<file path="config.mk">
export PLATFORM = sky130hd
export DESIGN_NAME = dl_pipe_skid
export DESIGN_NICKNAME = d
export VERILOG_FILES = /design/src/rtl/dl_pipe_skid.sv
export SDC_FILE = /design/constraint.sdc
export NUM_CORES = 1
export LEC_CHECK = 0
export ABC_AREA = 1
export CORE_MARGIN = 3
export CORE_UTILIZATION = 54
export CTS_CLUSTER_DIAMETER = 120
export DETAILED_ROUTE_END_ITERATION = 8
export HOLD_SLACK_MARGIN = 0.02
export MAX_ROUTING_LAYER = met4
export PLACE_DENSITY = 0.83
export SETUP_SLACK_MARGIN = 0.4
export SLEW_MARGIN = 20
export SYNTH_ARGS = -nofsm -noshare
export SYNTH_HDL_FRONTEND = slang
export SYNTH_SLANG_ARGS = --single-unit
</file>
<file path="constraint.sdc">
create_clock -name clk -period 2.7 [get_ports clk]
set_input_delay 0.54 -clock clk [delete_from_list [all_inputs] [get_ports clk]]
set_output_delay 0.54 -clock clk [all_outputs]
set_load 0.02 [all_outputs]
</file>
<file path="src/rtl/dl_pipe_skid.sv">
// Valid/ready stage with a 2-entry skid buffer; registered in_rdy/out_vld/out_data.
// Optional stall counter on stall_cnt when DL_SKID_STALL_CNT_EN is defined.
module dl_pipe_skid #(
  parameter int                  NUM_BITS = 32,
  parameter logic [NUM_BITS-1:0] RST_VAL  = '0
) (
  input  logic                clk,
  input  logic                rst_n,
  input  logic                flush,
  input  logic                in_vld,
  output logic                in_rdy,
  input  logic [NUM_BITS-1:0] in_data,
  output logic                out_vld,
  input  logic                out_rdy,
  output logic [NUM_BITS-1:0] out_data
`ifdef DL_SKID_STALL_CNT_EN
  ,
  output logic [15:0]         stall_cnt
`endif
);

  // Encoding is {main valid, skid valid}
  typedef enum logic [1:0] {
    S_EMPTY = 2'b00,
    S_BUSY  = 2'b10,
    S_FULL  = 2'b11
  } state_t;

  state_t              r_state;
  state_t              w_state_nxt;
  logic [NUM_BITS-1:0] r_out_data;
  logic [NUM_BITS-1:0] r_skid_data;
  logic                w_ld_main;
  logic                w_ld_skid;
  logic                w_sel_skid;

  always_ff @(posedge clk or negedge rst_n) begin
    if (!rst_n) begin
      r_state <= S_EMPTY;
    end else begin
      r_state <= w_state_nxt;
    end
  end

  always_comb begin
    w_state_nxt = r_state;
    w_ld_main   = 1'b0;
    w_ld_skid   = 1'b0;
    w_sel_skid  = 1'b0;
    if (flush) begin
      w_state_nxt = S_EMPTY;
    end else begin
      unique case (r_state)
        S_EMPTY: begin
          if (in_vld) begin
            w_ld_main   = 1'b1;
            w_state_nxt = S_BUSY;
          end
        end
        S_BUSY: begin
          if (in_vld && out_rdy) begin
            w_ld_main = 1'b1;
          end else if (in_vld) begin
            w_ld_skid   = 1'b1;
            w_state_nxt = S_FULL;
          end else if (out_rdy) begin
            w_state_nxt = S_EMPTY;
          end
        end
        S_FULL: begin
          if (out_rdy) begin
            w_ld_main   = 1'b1;
            w_sel_skid  = 1'b1;
            w_state_nxt = S_BUSY;
          end
        end
        default: begin
          w_state_nxt = S_EMPTY;
        end
      endcase
    end
  end

  always_ff @(posedge clk or negedge rst_n) begin
    if (!rst_n) begin
      r_out_data  <= RST_VAL;
      r_skid_data <= RST_VAL;
    end else begin
      if (w_ld_main) begin
        r_out_data <= w_sel_skid ? r_skid_data : in_data;
      end
      if (w_ld_skid) begin
        r_skid_data <= in_data;
      end
    end
  end

  assign out_vld  = r_state[1];
  assign in_rdy   = ~r_state[0];
  assign out_data = r_out_data;

`ifdef DL_SKID_STALL_CNT_EN
  logic [15:0] r_stall_cnt;

  always_ff @(posedge clk or negedge rst_n) begin
    if (!rst_n) begin
      r_stall_cnt <= 16'h0000;
    end else if (out_vld && !out_rdy && (r_stall_cnt != 16'hFFFF)) begin
      r_stall_cnt <= r_stall_cnt + 16'h0001;
    end
  end

  assign stall_cnt = r_stall_cnt;
`endif

endmodule

</file>
; ---- Yosys cells after proc, flatten, opt, wreduce, memory -nomap -nowiden
; Index checks and enable logic that the tools add are counted.
[totals]
regBits = 66
output_inout_bits = 34
word_cells = 31
[op_classes]
eq_ne = 6
mux = 18
bitwise_logic = 1
reduce_logical = 3
[op_table]
columns = cell, n
row1 = 2-to-1 mux 32 bit, 1
row2 = 2-to-1 mux 2 bit, 6
row3 = 2-to-1 mux 1 bit, 9
row4 = "inequality test 3 bit, second input constant", 3
row5 = case mux 2 bit (3 select lines), 1
row6 = "== test 2 bit, second input constant", 2
row7 = "inequality test 4 bit, second input constant", 1
row8 = AND reduction 4 bit, 1
row9 = case mux 1 bit (3 select lines), 1
row10 = logical NOT 2 bit, 1
row11 = logical AND 1 bit, 1
row12 = NOT 1 bit, 1

; ---- Longest topological paths before layout
; Gate-level depths: netlist of run 1.
[depth]
ltp_word = 5
ltp_mapped = 10

; ---- Worst setup path after synthesis of run 1
; OpenSTA, ideal clock, no wires.
[synth_timing]
path_kind = register to register
startpoint = reg r_state[0]
endpoint = reg r_out_data[1] (netlist: out_data[1])
setup_time_ps = 118
t_arrival_ps = 1577
required_time_ps = 2582
slack_ps = 1005
stages_incl_launch_ff = 10
cell_sequence = dfrtp_1 -> inv_1 -> ha_1 -> clkbuf_1 -> nand3_1 -> nand3_2 -> nand2_2 -> buf_2 -> nand2_1 -> nand2_1
[synth_via]
elab_chain_cells = 4
elab_cells_between_ends = 8
cone_classes = eq/ne (2) / mux (5) / reduce/logical (1)
[synth_lines]
columns = item, line
row1 = "start, declared", 29  ; state_t r_state;
row2 = "start signal, assigned", 41  ; r_state <= w_state_nxt;
row3 = == test 2 bit, 53  ; unique case (r_state)
row4 = 2-to-1 mux 1 bit, 53
row5 = 2-to-1 mux 1 bit, 50  ; if (flush) begin
row6 = 2-to-1 mux 32 bit, 90  ; r_out_data <= w_sel_skid ? r_skid_data : in_data;
row7 = "end signal, assigned", 90
row8 = "end, declared", 31  ; logic [NUM_BITS-1:0] r_out_data;
; Parallel ways exist; a longest one is shown, timed or not.
; A chain may end at the register's enable or synchronous reset.

; ---- Worst setup path in the final report of run 1
[layout_timing]
startpoint = reg r_state[0]
endpoint = out in_rdy
[layout_via]
elab_chain_cells = 1
[layout_lines]
columns = item, line
row1 = NOT 1 bit, 99  ; assign in_rdy = ~r_state[0];
row2 = "end, declared", 11  ; output logic in_rdy,
; Every way passes these cells.

==> results of run 1 <==
[worst max-delay path, stage by stage (launching register included)]
cell and delay [ns]:
dfrtp_1 0.41, inv_1 0.11, clkdlybuf4s50_1 0.61
[report_power, final]
| part | total (mW) | internal (mW) | switching (mW) |
|---|---|---|---|
| Combinational | 1.52 | 0.695 | 0.820 |
| Sequential | 1.72 | 1.46 | 0.266 |
| Clock | 0.737 | 0.378 | 0.359 |
| Total | 3.98 | 2.53 | 1.45 |
[cell families after synthesis]
family,Yosys count
buffers and inverters,65
AO/OA/AOI/OAI,32
flip-flops,66
AND/OR/NAND/NOR,259
adder cells (fa/ha/maj),4
[synthesized netlist by cell type]
cell type  instances
buf_2             11
buf_4              5
clkbuf_1           7
dfrtp_1           66
ha_1               4
inv_1             41
inv_2              1
nand2_1          211
nand2_2            1
nand3_1           36
nand3_2            2
nand4_1            2
nor2_1             5
nor2_2             1
nor3b_1            1
o21ai_0           19
o21ai_1           13
[layout make-up]
| cell class | instances | area [µm²] | area share |
|---|---|---|---|
| well taps | 72 | 90.09 | 0.02207 |
| inverters | 42 | 157.7 | 0.03861 |
| flip-flops and latches | 66 | 1652 | 0.4045 |
| repair buffers | 78 | 755.7 | 0.1851 |
| multi-input cells | 295 | 1256 | 0.3077 |
| clock buffers | 13 | 158.9 | 0.03892 |
| clock inverters | 2 | 12.51 | 0.003065 |
[registers in the layout, indices dropped and copies added (netlist names)]
register and count:
out_data 32, r_skid_data 32, r_state 2
[per-stage QoR]
step                hold WS, ns  setup slack (ns)    util  std cells  total power, mW
floorplan                0.2444             1.005       -        426            2.538
global placement         0.4628            0.5937  0.6975        553            3.197
detailed placement       0.4652            0.5206  0.6975        553            3.256
CTS                      0.4038            0.6769  0.7280        568            4.004
global route             0.4261            0.6354  0.7280        568            4.270
finish                   0.3674            0.6939  0.7280        568            3.976
[final timing paths]
path | start | end | depth (start not counted)
setup reg to reg | r_state[0] | out_data[3] | 7
hold reg to reg | out_data[6] | out_data[6] | 2
min in group clk | out_data[6] | out_data[6] | 2
max in group asynchronous | rst_n | out_data[1] | 2
setup / recovery | r_state[0] | in_rdy | 2
hold / removal | rst_n | out_data[28] | 2
[routing by layer]
metal  vias up  part of all wire  track usage
met4         0             0.012      0.09314
met2        91              0.50       0.3854
met1      1333              0.43       0.3180
met5         -                 0            -
met3         8             0.062      0.04447
li1       1437                 -            -
==> results.md, run 1 <==
* Gr ovfl total at 0
* Most frequent cells in the layout: nand2_1 (211), clkdlybuf4s50_1 (69), dfrtp_1 (66)
* Largest net degree at the start of global routing at 67
* Die Area at 6849 µm²
* First-pass GRT wire length at 12280 µm
* Core footprint at 5608 µm²
* Final Hold Fails at 0
* Largest family of logic cells by synthesized area: simple AND/OR/NAND/NOR gates
* Highest net fanout along the worst path at 4
* Critical Path AT at 1.47 ns
* Clk Latency, worst-skew pair at 0.34 ns
* Routed via count at 2869
* I/O Buffers at 70
* Final TNS setup at 0 ns
* Clock buffer depth at 2
* Worst vdd ir at 0.6311 mV
* Num CTS Buffers at 9
* DR pass1 iterations at 5
* Residual DRC at 0
* Post-cts repair resize count at 0
* Synth area leaders: dfrtp_1 (52%), nand2_1 (25%), nand3_1 (5.7%), inv_1 (4.8%), o21ai_0 (3.0%)
* Max_cap viols at 0
* Fin crit share at 0.7430
* Final Skew at 0.004928 ns
* Final wirelength at 7305 µm
* Post-Synth Adder-Cell Area at 0.01573
* Final Max Tran Viols at 0
* CTS sink cnt at 66
* Post-synthesis cell area at 3182 µm²
* CP startpoint kind: register
* WS Path Type: reg -> out
* Finished Cell Area at 4083 µm²
* Initial antenna violation count at 0
* Vias in the first global route at 2635
* Seq/Total Area, Yosys at 0.5191
* Drt wl/cell at 12.86 µm
* Worst-Margin Slew at 0.8208 ns
* Worst EP required at 2.16 ns
* Rows at 27
* CTS tree: built
* H-tree depth at 3
* Critical Path Sink Type: output pin
* Post-CTS Setup Repair Bufs at 0
* Hpwl dp at 4665 µm
* RSZ-0062 raised after global routing: no
* Gr usage total at 0.2452
* Layout cells sized above 1 at 0.05645
* Post-synthesis mux area share at 0
* Mapped Nets at 467
* Initial core utilization at 0.5674
* Cell Pwr Density at 974.0 nW/µm²
* Synth top area share at 0.5191
* Syn Area/Cell at 7.469 µm²
* Simple-gate share of the synthesized area at 0.3280
* Final setup fails at 0
* Final Critical Period at 2.006 ns
* Slew HR at 0.4528
* Synth Area in Compound Gates at 0.05033
* Maximum clock frequency at 498.5 MHz
* CTS clk-pin slew, worst paths at 0.07 ns
* Gpl congestion at 0.8188
* Via/cell ratio at 5.051
* Synthesis-to-finish area growth at 28.31%
* Final net count at 533
* Run status: complete, no violations
* Hold Buf Count CTS at 0
* # diodes at 0
* Cells after synthesis at 426
* Area after DPL at 3911 µm²
* Clock root buffer: clkbuf_8
* Leakage power at 2.209 nW
* FF-to-FF setup slack at 0.89 ns
* # IOs at 71
* Width of the chip at 82.76 µm
* Post-DRT Antenna Nets at 0
* Commonest non-fill, non-tap cell in the layout: nand2_1
* Post-synth top area cell: dfrtp_1
* Xor/xnor share of the synthesized area at 0
* Chip Height at 82.76 µm
* DR iter-0 viols at 237
* Register bit total from synthesis at 66
* # fillers at 463
* Yosys warning count at 0
* Hold Crit Class: in -> async
* Library cells used by synthesis at 17
Power figures use the tool's default switching activity.
==> run 2, diff against run 1 <==
- CORE_UTILIZATION: 54 -> 50
- PLACE_DENSITY: 0.83 -> 0.77
- clock period: 2.7 -> 2.04 ns (I/O delays scaled with it)
==> run 2 against run 1 <==
  * Worst setup slack worse by 0.18 ns
  * Clock skew is 0.0023 ns higher
  * Sequential share of layout area is 0.41 points lower
  * Flip-flop and latch count stayed put
  * Sequential power is 32% higher
  * Largest power group unchanged
  * Total power is 30% higher
  * Highest routed layer unchanged
  * Cell count is 1.4% higher
  * Largest cell class unchanged
  * Utilization is 4.3 points lower
  * Routed wire length is 0.84% higher
==> results.md, run 2 (synthesized netlist as in run 1, its figures left out) <==
* Final TNS setup at 0 ns
* Final Max Tran Viols at 0
* Seq pwr share at 0.441
* Residual DRC at 0
* Final WS setup at 0.5147 ns
* Width of the chip at 85.77 µm
* Final Critical Period at 1.525 ns
* Vias in the first global route at 2808
* FF-to-FF setup slack at 0.57 ns
* Worst-Margin Slew at 0.3537 ns
* Cell depth of the worst flop-to-flop path at 8
* CTS sink cnt at 66
* Core footprint at 6026 µm²
* Levels on crit path at 1
* Worst vdd ir at 0.7146 mV
* Max_cap viols at 0
* Reg-to-Reg End: out_data[29]
* Clock root buffer: clkbuf_8
* Psw at 1.905 mW
* Dpl ws at 0.1517 ns
* Slowest cell on crit path: dfrtp_2
* Final wirelength at 7366 µm
* Run status: complete, no violations
* Largest net degree at the start of global routing at 67
* Worst EP required at 1.63 ns
* CTS clk-pin slew, worst paths at 0.06 ns
* Switching share of power at 0.3695
* Reg2reg start: r_state[1]
* RSZ-0062 raised after global routing: yes
* Final setup fails at 0
* Crit path buffers/inverters at 1
* Post-DRT Antenna Nets at 0
* Crit path max-delay family: flip-flops
* Clk Latency, worst-skew pair at 0.34 ns
* Placed insts at 561
* Worst path cell trace: dlygate4sd2_1
* Most frequent cells in the layout: nand2_1 (211), dfrtp_1 (65), inv_1 (40)
* # IOs at 71
* H-tree depth at 3
* Synthesis-to-finish area growth at 29.73%
* Routed via count at 2823
* I/O Buffers at 70
* Clk network pwr share at 0.208
* Commonest non-fill, non-tap cell in the layout: nand2_1
* CTS tree: built
* Critical Path Start: r_state[1]
* Final net count at 538
* Internal power at 3.251 mW
* Maximum clock frequency at 655.6 MHz
* First-pass GRT wire length at 12940 µm
* Chip Height at 85.77 µm
* Critical Path Max Stage Delay at 0.45 ns
* Num CTS Buffers at 9
* DR iter-0 viols at 204
* Final Skew at 0.007197 ns
* CP Capture Point: out_vld
* Gpl congestion at 0.8727
* CP startpoint kind: register
* Slew HR at 0.7642
* Final Hold Fails at 0
* Via/cell ratio at 4.901
* DR pass1 iterations at 4
* Comb pwr share at 0.351
* Gr ovfl total at 0
* Cell Pwr Density at 1249 nW/µm²
* Hold Buf Count CTS at 0
* Initial core utilization at 0.5280
* Critical Path AT at 1.12 ns
* Initial antenna violation count at 0
* Highest net fanout along the worst path at 5
* Hold Crit Class: in -> async
* # diodes at 0
* Critical Path Sink Type: output pin
* Post-CTS Setup Repair Bufs at 0
* Layout cells sized above 1 at 0.07585
* Drt wl/cell at 12.79 µm
* Leakage power at 2.325 nW
* WS Path Type: reg -> out
* Fin crit share at 0.7477
* Gr usage total at 0.2322
* Clock buffer depth at 2
* Rows at 28
* Die Area at 7356 µm²
* Layout Cells excl Fill at 576
* Hpwl dp at 4852 µm
[run 2: layout make-up]
| class | instances | area, µm² |
|---|---|---|
| Inverter | 42 | 157.7 |
| Tap cell | 75 | 93.84 |
| Clock buffer | 12 | 145.1 |
| Sequential cell | 66 | 1653 |
| Fill cell | 541 | 1898 |
| Timing Repair Buffer | 83 | 767.0 |
| Multi-Input combinational cell | 295 | 1271 |
| Clock inverter | 3 | 40.04 |
[run 2: how the worst min path moves through the flow]
stage / endpoint / depth (start not counted)
2_1_floorplan: out_data[0] / 0
4_1_cts: out_data[18] / 2
5_1_grt: r_skid_data[16] / 2
6_report: r_state[0] / 2
3_5_place_dp: r_state[1] / 2
3_3_place_gp: r_state[1] / 2
[run 2: layer usage]
metal	track usage	wire, µm	vias to the layer above
met5	-	0	-
met4	0.08921	118	0
met3	0.05379	476	15
met2	0.3531	3373	93
met1	0.3040	3398	1269
li1	-	-	1446
[run 2: stage by stage]
stage          hold WS [ns]  cell area, µm²  power [mW]    util
2_1_floorplan        0.1124            3182       3.360       -
3_3_place_gp         0.4541            3965       4.271  0.6580
3_5_place_dp         0.4533            3965       4.341  0.6580
4_1_cts             0.08970            4108       5.188  0.6817
5_1_grt             0.09057            4128       5.559  0.6850
6_report            0.07489            4128       5.156  0.6850
[run 2: timing repair]
action / in CTS / in global routing
endpoints found under the hold margin: 0 / 0
setup endpoints to repair: 34 / 35
resized for setup: 34 / 8
[run 2: power groups by stage]
stage               Combinational, mW  Clock (mW)  Sequential, mW
finish                           1.81        1.07            2.27
global route                     2.03        1.16            2.37
CTS                              1.83        1.08            2.27
detailed placement               2.05           0            2.30
global placement                 2.00           0            2.27
floorplan                       0.746           0            2.61
==> run 3, diff against run 2 <==
- CORE_UTILIZATION: 50 -> 45
- PLACE_DENSITY: 0.77 -> 0.73
- clock period: 2.04 -> 1.3 ns (I/O delays scaled with it)
==> run 3 against run 2 <==
  * The run now ends with negative setup slack left
  * First-iteration DRC count up 72%
  * Sequential share of layout area down 8.8 points
  * Flip-flop and latch count unchanged
  * Largest power group is now combinational cells
  * Highest routed layer unchanged
==> results.md, run 3 (synthesized netlist as in run 1, its figures left out) <==
* Run status: complete, but fails checks
* Failing checks: negative setup slack
* Chip Height at 90.09 µm
* Final setup fails at 68
* Worst EP required at 1.54 ns
* Most frequent cells in the layout: nand2_1 (195), dfrtp_1 (65), buf_6 (43)
* Vias in the first global route at 3402
* Final net count at 595
* Via/cell ratio at 5.131
* # fillers at 460
* Seq. cell area at 1653 µm²
* Final WS setup at -0.2280 ns
* Final Hold Fails at 0
* WS Path Type: reg -> reg
* Switching share of power at 0.3594
* Post-DRT Antenna Nets at 0
* Seq pwr share at 0.348
* Initial antenna violation count at 0
* Dpl ws at -0.4151 ns
* Highest net fanout along the worst path at 4
* Residual DRC at 0
* Critical Path Sink Type: register
* Width of the chip at 90.09 µm
* Fin crit share at 1.175
* Layout cells sized above 1 at 0.3131
* Die Area at 8115 µm²
* Final wirelength at 10530 µm
* First-pass GRT wire length at 16390 µm
* Initial core utilization at 0.4658
* Hold Crit Class: in -> async
* Clock buffer depth at 2
* I/O Buffers at 70
* Rows at 30
* Psw at 3.849 mW
* CP startpoint kind: register
* Final Skew at 0.005275 ns
* Fin util at 0.7742
* Internal power at 6.860 mW
* # IOs at 71
* Final Max Tran Viols at 0
* Largest net degree at the start of global routing at 67
* Hpwl dp at 5260 µm
* Gpl congestion at 0.7962
* Core footprint at 6832 µm²
* DR pass1 iterations at 5
* CTS tree: built
* RSZ-0062 raised after global routing: yes
* Maximum clock frequency at 654.4 MHz
* CTS sink cnt at 66
* Gr ovfl total at 0
* Cell Pwr Density at 2025 nW/µm²
* Num CTS Buffers at 9
* H-tree depth at 3
* Clk Latency, worst-skew pair at 0.35 ns
* CTS clk-pin slew, worst paths at 0.08 ns
* Routed via count at 3361
* Worst-Margin Slew at 0.3538 ns
* Critical Path AT at 1.77 ns
* Max_cap viols at 0
* Area occupied by multi-input gates at 1598 µm²
* # diodes at 0
* Synthesis-to-finish area growth at 66.22%
* Clock root buffer: clkbuf_8
* Clk network pwr share at 0.204
* Leakage power at 2.776 nW
* Comb pwr share at 0.448
* Gr usage total at 0.2664
* DR iter-0 viols at 351
* Final Critical Period at 1.528 ns
* Commonest non-fill, non-tap cell in the layout: nand2_1
* Slew HR at 0.7641
* Drt wl/cell at 16.07 µm
* Worst vdd ir at 1.078 mV
-- run 3: cell types whose count changed in the layout (fill, tap and decap cells not counted), moves of 4 or more --
cell / before / now
buf_12: 1 / 9
buf_4: 10 / 41
buf_6: 2 / 43
dlygate4sd2_1: 33 / 1
nand2_1: 211 / 195
nand2_2: 1 / 13
nand2_8: 0 / 4
nand3_1: 36 / 11
nand3_2: 2 / 24
o21ai_0: 19 / 15
o21ai_1: 13 / 17
-- run 3: final timing paths --
check / to / cells past startpoint / startpoint / slack [ns]
min in group clk: r_skid_data[4] / 3 / in_data[4] / 0.47
max: out_data[26] / 8 / r_state[1] / -0.23
max in group asynchronous: r_state[1] / 3 / rst_n / 0.54
max reg2reg: out_data[26] / 8 / r_state[1] / -0.23
min: r_skid_data[28] / 3 / rst_n / 0.46
min reg2reg: r_skid_data[17] / 2 / r_skid_data[17] / 0.49
-- run 3: through the flow --
step           power (mW)  setup TNS [ns]  cell area, µm²  std cells  hold WS (ns)
4_1_cts             10.23          -6.344            5140        643        0.4745
6_report            10.71          -9.237            5289        655        0.4578
5_1_grt             11.27          -13.22            5289        655        0.4755
2_1_floorplan       5.347          -6.956            3284        426      -0.03559
3_3_place_gp        6.833          -23.10            4170        594        0.3037
3_5_place_dp        6.943          -24.73            4170        594        0.3059
-- run 3: final cells by class --
class / instances / share of cell area
Timing Repair Buffer: 137 / 0.2839
Clock buffer: 10 / 0.02602
Sequential cell: 66 / 0.3125
Clock inverter: 6 / 0.02106
Multi-Input combinational cell: 298 / 0.3021
Tap cell: 96 / 0.02271
Inverter: 42 / 0.03170
-- run 3: repair_timing --
action / 4_1_cts / 5_1_grt
gates cloned: 8 / 0
gates resized for setup: 265 / 21
hold endpoints to repair: 66 / 0
buffers inserted: 24 / 12
endpoints found under the setup margin: 100 / 100
hold buffers: 1 / 0
pin swaps: 47 / 7
-- run 3: metal layers --
| metal | GRT usage | routed length, µm |
|---|---|---|
| met4 | 0.1582 | 361 |
| met5 | - | 0 |
| met1 | 0.3032 | 4203 |
| met2 | 0.4368 | 5278 |
| met3 | 0.05188 | 681 |
-- run 3: worst max-delay path: stages, from the launching register on --
cell     delay [ns]
dfrtp_2        0.47
buf_6          0.14
ha_4           0.16
nand3_4        0.07
nand3_4        0.12
buf_6          0.17
buf_6          0.13
nand3_1        0.09
nand2_1        0.06
-- run 3: power groups by stage --
stage	Clock (mW)	Combinational, mW	Sequential [mW]
after floorplan	0	1.24	4.11
after global placement	0	3.23	3.61
after detailed placement	0	3.32	3.62
after CTS	2.18	4.36	3.69
after global routing	2.28	5.16	3.83
final	2.18	4.80	3.73
